$ cat src/rtl/mem_arbiter.sv
// rtl/mem_arbiter.sv - two-requester round-robin arbiter in front of a single-port synchronous memory
// One transaction in flight: IDLE -> ACCESS -> (CAPTURE for reads) -> DONE -> IDLE.
module mem_arbiter #(
  parameter int ADDR_W = 5,
  parameter int DATA_W = 8
) (
  input  logic              clk,
  input  logic              rst_n,
  input  logic              req_a,
  input  logic              req_b,
  input  logic              wr_a,
  input  logic              wr_b,
  input  logic [ADDR_W-1:0] addr_a,
  input  logic [ADDR_W-1:0] addr_b,
  input  logic [DATA_W-1:0] wdata_a,
  input  logic [DATA_W-1:0] wdata_b,
  output logic              gnt_a,
  output logic              gnt_b,
  output logic              done_a,
  output logic              done_b,
  output logic [DATA_W-1:0] rdata_a,
  output logic [DATA_W-1:0] rdata_b,
  output logic              read,
  output logic              write,
  output logic [ADDR_W-1:0] addr,
  output logic [DATA_W-1:0] data_in,
  input  logic [DATA_W-1:0] data_out
);

  localparam logic [1:0] S_IDLE    = 2'd0;
  localparam logic [1:0] S_ACCESS  = 2'd1;
  localparam logic [1:0] S_CAPTURE = 2'd2;
  localparam logic [1:0] S_DONE    = 2'd3;

  logic [1:0]        r_state;
  logic              r_last_b;
  logic              r_sel_b;
  logic              r_wr;
  logic [ADDR_W-1:0] r_addr;
  logic [DATA_W-1:0] r_wdata;
  logic [DATA_W-1:0] r_rdata_a;
  logic [DATA_W-1:0] r_rdata_b;

  logic w_any_req;
  logic w_pick_b;
  logic w_busy;

  assign w_any_req = req_a | req_b;
  // B wins when alone, or on a tie when A was the last one served
  assign w_pick_b  = req_b & (~req_a | ~r_last_b);
  assign w_busy    = (r_state != S_IDLE);

  always_ff @(posedge clk or negedge rst_n) begin
    if (!rst_n) begin
      r_state   <= S_IDLE;
      r_last_b  <= 1'b1;
      r_sel_b   <= 1'b0;
      r_wr      <= 1'b0;
      r_addr    <= '0;
      r_wdata   <= '0;
      r_rdata_a <= '0;
      r_rdata_b <= '0;
    end else begin
      case (r_state)
        S_IDLE: begin
          if (w_any_req) begin
            r_state <= S_ACCESS;
            r_sel_b <= w_pick_b;
            r_wr    <= w_pick_b ? wr_b    : wr_a;
            r_addr  <= w_pick_b ? addr_b  : addr_a;
            r_wdata <= w_pick_b ? wdata_b : wdata_a;
          end
        end
        S_ACCESS: begin
          r_state <= r_wr ? S_DONE : S_CAPTURE;
        end
        S_CAPTURE: begin
          if (r_sel_b) begin
            r_rdata_b <= data_out;
          end else begin
            r_rdata_a <= data_out;
          end
          r_state <= S_DONE;
        end
        S_DONE: begin
          r_last_b <= r_sel_b;
          r_state  <= S_IDLE;
        end
        default: r_state <= S_IDLE;
      endcase
    end
  end

  assign gnt_a   = w_busy & ~r_sel_b;
  assign gnt_b   = w_busy &  r_sel_b;
  assign done_a  = (r_state == S_DONE) & ~r_sel_b;
  assign done_b  = (r_state == S_DONE) &  r_sel_b;
  assign read    = (r_state == S_ACCESS) & ~r_wr;
  assign write   = (r_state == S_ACCESS) &  r_wr;
  assign addr    = r_addr;
  assign data_in = r_wdata;
  assign rdata_a = r_rdata_a;
  assign rdata_b = r_rdata_b;

endmodule
$ cat config.mk
export PLATFORM = sky130hd
export DESIGN_NAME = mem_arbiter
export DESIGN_NICKNAME = d
export VERILOG_FILES = /design/src/rtl/mem_arbiter.sv
export SDC_FILE = /design/constraint.sdc
export NUM_CORES = 1
export LEC_CHECK = 0
export CORE_AREA = 2 2 52 78
export DETAILED_ROUTE_END_ITERATION = 10
export DIE_AREA = 0 0 54 80
export PLACE_DENSITY = 0.83
export SKIP_CTS_REPAIR_TIMING = 1
export SYNTH_ARGS = -nofsm -noshare
export SYNTH_HDL_FRONTEND = slang
export SYNTH_SLANG_ARGS = --single-unit
$ cat constraint.sdc
create_clock -name clk -period 3.6 [get_ports clk]
set_input_delay 0.9 -clock clk [delete_from_list [all_inputs] [get_ports clk]]
set_output_delay 0.9 -clock clk [all_outputs]
set_load 0.02 [all_outputs]
After elaboration in Yosys (flattened, before gate mapping)
Cells that the tools add are included.

storage, ports and cells
  register bits = 34
  input port bits = 40
  output and inout bits = 35
  word-level logic and storage cells = 36

cells by class
  equality and inequality tests = 4
  muxes and demuxes = 6
  bitwise gates (word level) = 13
  reductions and logical operators = 5

operators with widths
  kind                                                              number
  8-bit 2-to-1 mux                                                  1
  2-bit one-hot mux with 4 select lines                             1
  1-bit AND                                                         7
  2-bit AND reduction                                               3
  5-bit 2-to-1 mux                                                  1
  2-bit == test (second input constant)                             2
  1-bit inverter                                                    4
  2-bit by 1-bit == test with 1-bit output (second input constant)  1
  2-bit logical NOT                                                 1
  1-bit 2-to-1 mux                                                  2
  2-bit 2-to-1 mux                                                  1
  2-bit inequality test (second input constant)                     1
  1-bit OR                                                          2
  2-bit nonzero test                                                1

Depth between registers and ports, before layout
  depth in word-level cells = 4
  gate-level depth with buffers = 6
  depth with buffers taken out = 5

Worst setup path before layout
Ideal clock, no wire load.

  path type = reg2out
  start = register r_state[0]
  end = output port gnt_b
  data arrival time = 1.041 ns
  required time = 2.700 ns
  path slack = 1.659 ns
  cell stages (with the launch flop) = 4
  buffers on the path = 0
  cell sequence = dfrtp_1 inv_1 ha_1 nor2b_1

on the way
  word-level cells in the longest chain between the ends = 2

RTL lines
  element                 RTL line  source
  from (decl)             35        logic [1:0] r_state;
  from (signal assigned)  75        r_state <= r_wr ? S_DONE : S_CAPTURE;
  2-bit nonzero test      51        assign w_busy = (r_state != S_IDLE);
  1-bit AND               95        assign gnt_b = w_busy & r_sel_b;
  to (decl)               18        output logic gnt_b,

Every way passes these cells.

Worst setup path after layout
Ends and elaborated chain as after synthesis.

==> metrics.log <==
[metrics] status: completed
[metrics] category of the most critical setup path: register to primary output
[metrics] total number of nets in the final design: 259
[metrics] number of warnings reported in the yosys synthesis log: 0
[metrics] R2R cell count: 4
[metrics] cells after synthesis: between 100 and 150
[metrics] cell count after placement: 251
[metrics] capturing point of the worst reg2reg path: rdata_a[1]$_DFFE_PN0P_
[metrics] effective utilization at floorplan: around two fifths
[metrics] area grow syn2layout: 56.79%
[metrics] fraction of registers with async set/reset: between 90% and 100%
[metrics] number of vias per cell: between 4 and 5
[metrics] slew of the pin with the lowest slew margin: between 0.7 and 0.8 ns
[metrics] detail-routed net length per standard cell: 13.28 um
[metrics] number of fill cells in the layout: 287
[metrics] first-pass iteration count of the detailed router: 4
[metrics] critical path capture point type: primary output
[metrics] H-Tree Depth: 2
[metrics] placeable core region: 3649 um2
[metrics] critical path launch point type: register
[metrics] Hold Fails Final Rpt: 0
[metrics] Crit path arrival time: between 1.5 and 2 ns
[metrics] maximum clock frequency: between 0.3 and 0.4 GHz
[metrics] Final Slew Violations: 0
[metrics] number of design-rule violations left by the first detailed-router iteration: 25
[metrics] number of setup violations in the final report: 0
[metrics] setup TNS: 0 ns
[metrics] Total Die Area: approximately 4300 um2
[metrics] post-synthesis cell area: between 1500 and 2000 um2
[metrics] Placer Congestion: approximately 0.74
[metrics] Seq cells post-synth: 34
[metrics] global-route total usage across every layer: between 10% and 20%
[metrics] data required time at the worst endpoint: around 2.7 ns
[metrics] CP max FO: 6
[metrics] Lkg Pwr: 0.9928 nW
[metrics] power density over the cells: 900.7 nW/um2
[metrics] number of flops mapped to enable cells by yosys: 0
[metrics] CTS root buf: sky130_fd_sc_hd__clkbuf_8
[metrics] share of the clock period used by the worst path after layout: between 70% and 80%
[metrics] Chip Height: ~80 um
[metrics] tightest slew margin relative to the limit: between 40% and 50%
[metrics] aggregate routed wire length: approximately 3400 um
[metrics] area share of fa/ha/maj cells after synthesis: under 10%
[metrics] Remaining Overflow, GRT: 0
[metrics] GR Util met2: between 30 and 40%
[metrics] combinational family with the most area after synthesis: multiplexers
[metrics] area of the multi-input gates: 614.3 um2
[metrics] initial antenna violation count: 0
[metrics] PortBufs: 74
[metrics] Worst Skew: roughly 0.0067 ns
[metrics] Via Count: about 1300
[metrics] Die X-Extent: 54 um
[metrics] critical register-to-register path startpoint: r_state[0]$_DFFE_PN0P_
[metrics] number of I/O pins: 75
[metrics] clock period minus final worst setup slack: 2.711 ns
[metrics] FF/Latch Area: between 800 and 900 um2
[metrics] max-capacitance violation count: 0
[metrics] global-route met1 utilization: 20.05%
[metrics] mean cell area of the mapped netlist: roughly 11 um2
[metrics] final non-filler cell total: 258
[metrics] flip-flop cell with the highest count after synthesis: sky130_fd_sc_hd__dfrtp_1
[metrics] DP HPWL: between 2000 and 3000 um
[metrics] leading cell types by total area after synthesis: sky130_fd_sc_hd__dfrtp_1 (55%), sky130_fd_sc_hd__mux2_2 (13%), sky130_fd_sc_hd__a21oi_1 (9.7%)
[metrics] CTS buffer count: 5
[metrics] most numerous cell in the Yosys netlist: sky130_fd_sc_hd__dfrtp_1
[metrics] clk slew on worst S/H paths: 0.06 ns
[metrics] vias in the first global route: approximately 1300
[metrics] grt peak-use layer: met2
[metrics] global routing usage on met3: between 5 and 6%
[metrics] maximum count of clock buffers along a single path: 2
[metrics] peak ir drop on the vdd network: 0.0004784 V
[metrics] maximum number of pins on one net before global-route repair: 35
[metrics] clock tree from TritonCTS: built
[metrics] startpoint of the worst setup timing path: r_state[0]$_DFFE_PN0P_
[metrics] Final ANT Viol Nets: 0
[metrics] Setup Slack @ Placement: 1.182 ns
[metrics] leading post-synthesis cells by instance count: sky130_fd_sc_hd__dfrtp_1 (33), sky130_fd_sc_hd__a21oi_1 (29), sky130_fd_sc_hd__mux2_2 (17), sky130_fd_sc_hd__nand2_1 (16), sky130_fd_sc_hd__nor2_1 (15)
[metrics] library cell occupying the most area in the post-synthesis netlist: sky130_fd_sc_hd__dfrtp_1
[metrics] latest clock arrival within the worst-skew pair: between 0.2 and 0.3 ns
[metrics] cell row count: 27
[metrics] setup slack after layout: between 0.8 and 0.9 ns
[metrics] termination of the worst setup path: gnt_b
[metrics] global-route wire length before repair: ~5700 um
[metrics] share of cells above drive strength 1: a little over an eighth
[metrics] synthesized-area fraction occupied by ao, oa, aoi and oai cells: 12.82%
[metrics] unrepaired setup endpoints after global routing: no
[metrics] # DRC: 0
[metrics] area share of xor/xnor cells in the synthesized design: 0%
[metrics] post-synthesis mux area share: approximately 14%
[metrics] portion of synthesized cell area occupied by the leading cell type: 54.95%
[metrics] synth unique cells: 21
[metrics] area fraction in and, or, nand and nor cells after synthesis: a little over a tenth
[metrics] total clock sinks: 34
[metrics] FF-to-FF setup slack: about 1.7 ns
[metrics] antenna cell count: 0
[metrics] Syn Nets: roughly 180
[metrics] class of the tightest hold or removal check: register to register
[metrics] sequential-to-total area share from yosys stat: 56.70%
-- per-stage QoR --
stage / cell area [um2] / hold WS (ns) / utilization [%] / power, W
final: 2356 / 0.5017 / 64.57 / 0.002122
after global routing: 2356 / 0.5129 / 64.57 / 0.002280
after CTS: 2356 / 0.5074 / 64.57 / 0.002156
after detailed placement: 2280 / 0.4931 / 62.48 / 0.001891
after global placement: 2280 / 0.4874 / 62.48 / 0.001858
after floorplan: 1503 / 0.5094 / - / 0.001352
-- worst max-delay path, cell delays in order, from the launching register on --
cell and delay (ns):
sky130_fd_sc_hd__dfrtp_1 0.39, sky130_fd_sc_hd__inv_1 0.10, sky130_fd_sc_hd__ha_1 0.30, sky130_fd_sc_hd__nor2b_1 0.14
sky130_fd_sc_hd__clkdlybuf4s50_1 0.61
-- report_power, final --
group / total (W) / internal (W) / switching (W)
clock: 0.000253 / 0.000133 / 0.000120
combinational: 0.00117 / 0.000599 / 0.000567
sequential: 0.000703 / 0.000586 / 0.000117
total: 0.00212 / 0.00132 / 0.000805
-- final cells by class --
class,count,share of cell area (%)
Clock buffer,7,3.240
Inverter,3,0.4780
Multi-Input combinational cell,96,26.08
Sequential cell,34,36.17
Tap cell,43,2.284
Timing Repair Buffer,75,31.76
-- cells in the final DEF (no fill, tap or decap), drive strengths merged, types with 4 or more instances in the layout --
| master | count |
|---|---|
| ha | 4 |
| nor2 | 15 |
| dfrtp | 33 |
| clkbuf | 7 |
| mux2 | 18 |
| a21oi | 29 |
| clkdlybuf4s50 | 74 |
| nand2 | 16 |
| nor2b | 4 |
-- layer usage --
metal / vias up / part of all wire (%)
met5: - / 0
met1: 605 / 38
met3: 7 / 7.0
met2: 51 / 54
met4: 0 / 1.3
li1: 621 / -
-- logic make-up after synthesis --
logic type                 count (synthesis)
AOI/OAI and AO/OA                         35
adders and majority gates                  4
buffers and inverters                      8
DFF                                       34
muxes                                     18
and+or+nand+nor                           39
-- flip-flops by register name, summed over array words and instances, names as in the netlist --
| signal | cells |
|---|---|
| addr | 5 |
| r_state | 2 |
| r_last_b | 1 |
| rdata_b | 8 |
| rdata_a | 8 |
| r_sel_b | 1 |
| r_wr | 1 |
| data_in | 8 |
-- how the worst min path moves through the flow --
stage,cells past startpoint,slack [ns],startpoint,end
finish,1,0.50,rdata_b[5]$_DFFE_PN0P_,rdata_b[5]$_DFFE_PN0P_
global route,1,0.51,rdata_b[5]$_DFFE_PN0P_,rdata_b[5]$_DFFE_PN0P_
CTS,1,0.51,rdata_b[7]$_DFFE_PN0P_,rdata_b[7]$_DFFE_PN0P_
detailed placement,1,0.49,rdata_b[7]$_DFFE_PN0P_,rdata_b[7]$_DFFE_PN0P_
global placement,1,0.49,rdata_b[4]$_DFFE_PN0P_,rdata_b[4]$_DFFE_PN0P_
floorplan,2,0.51,r_wr$_DFFE_PN0P_,r_wr$_DFFE_PN0P_
(Power assumes the default switching activity.)
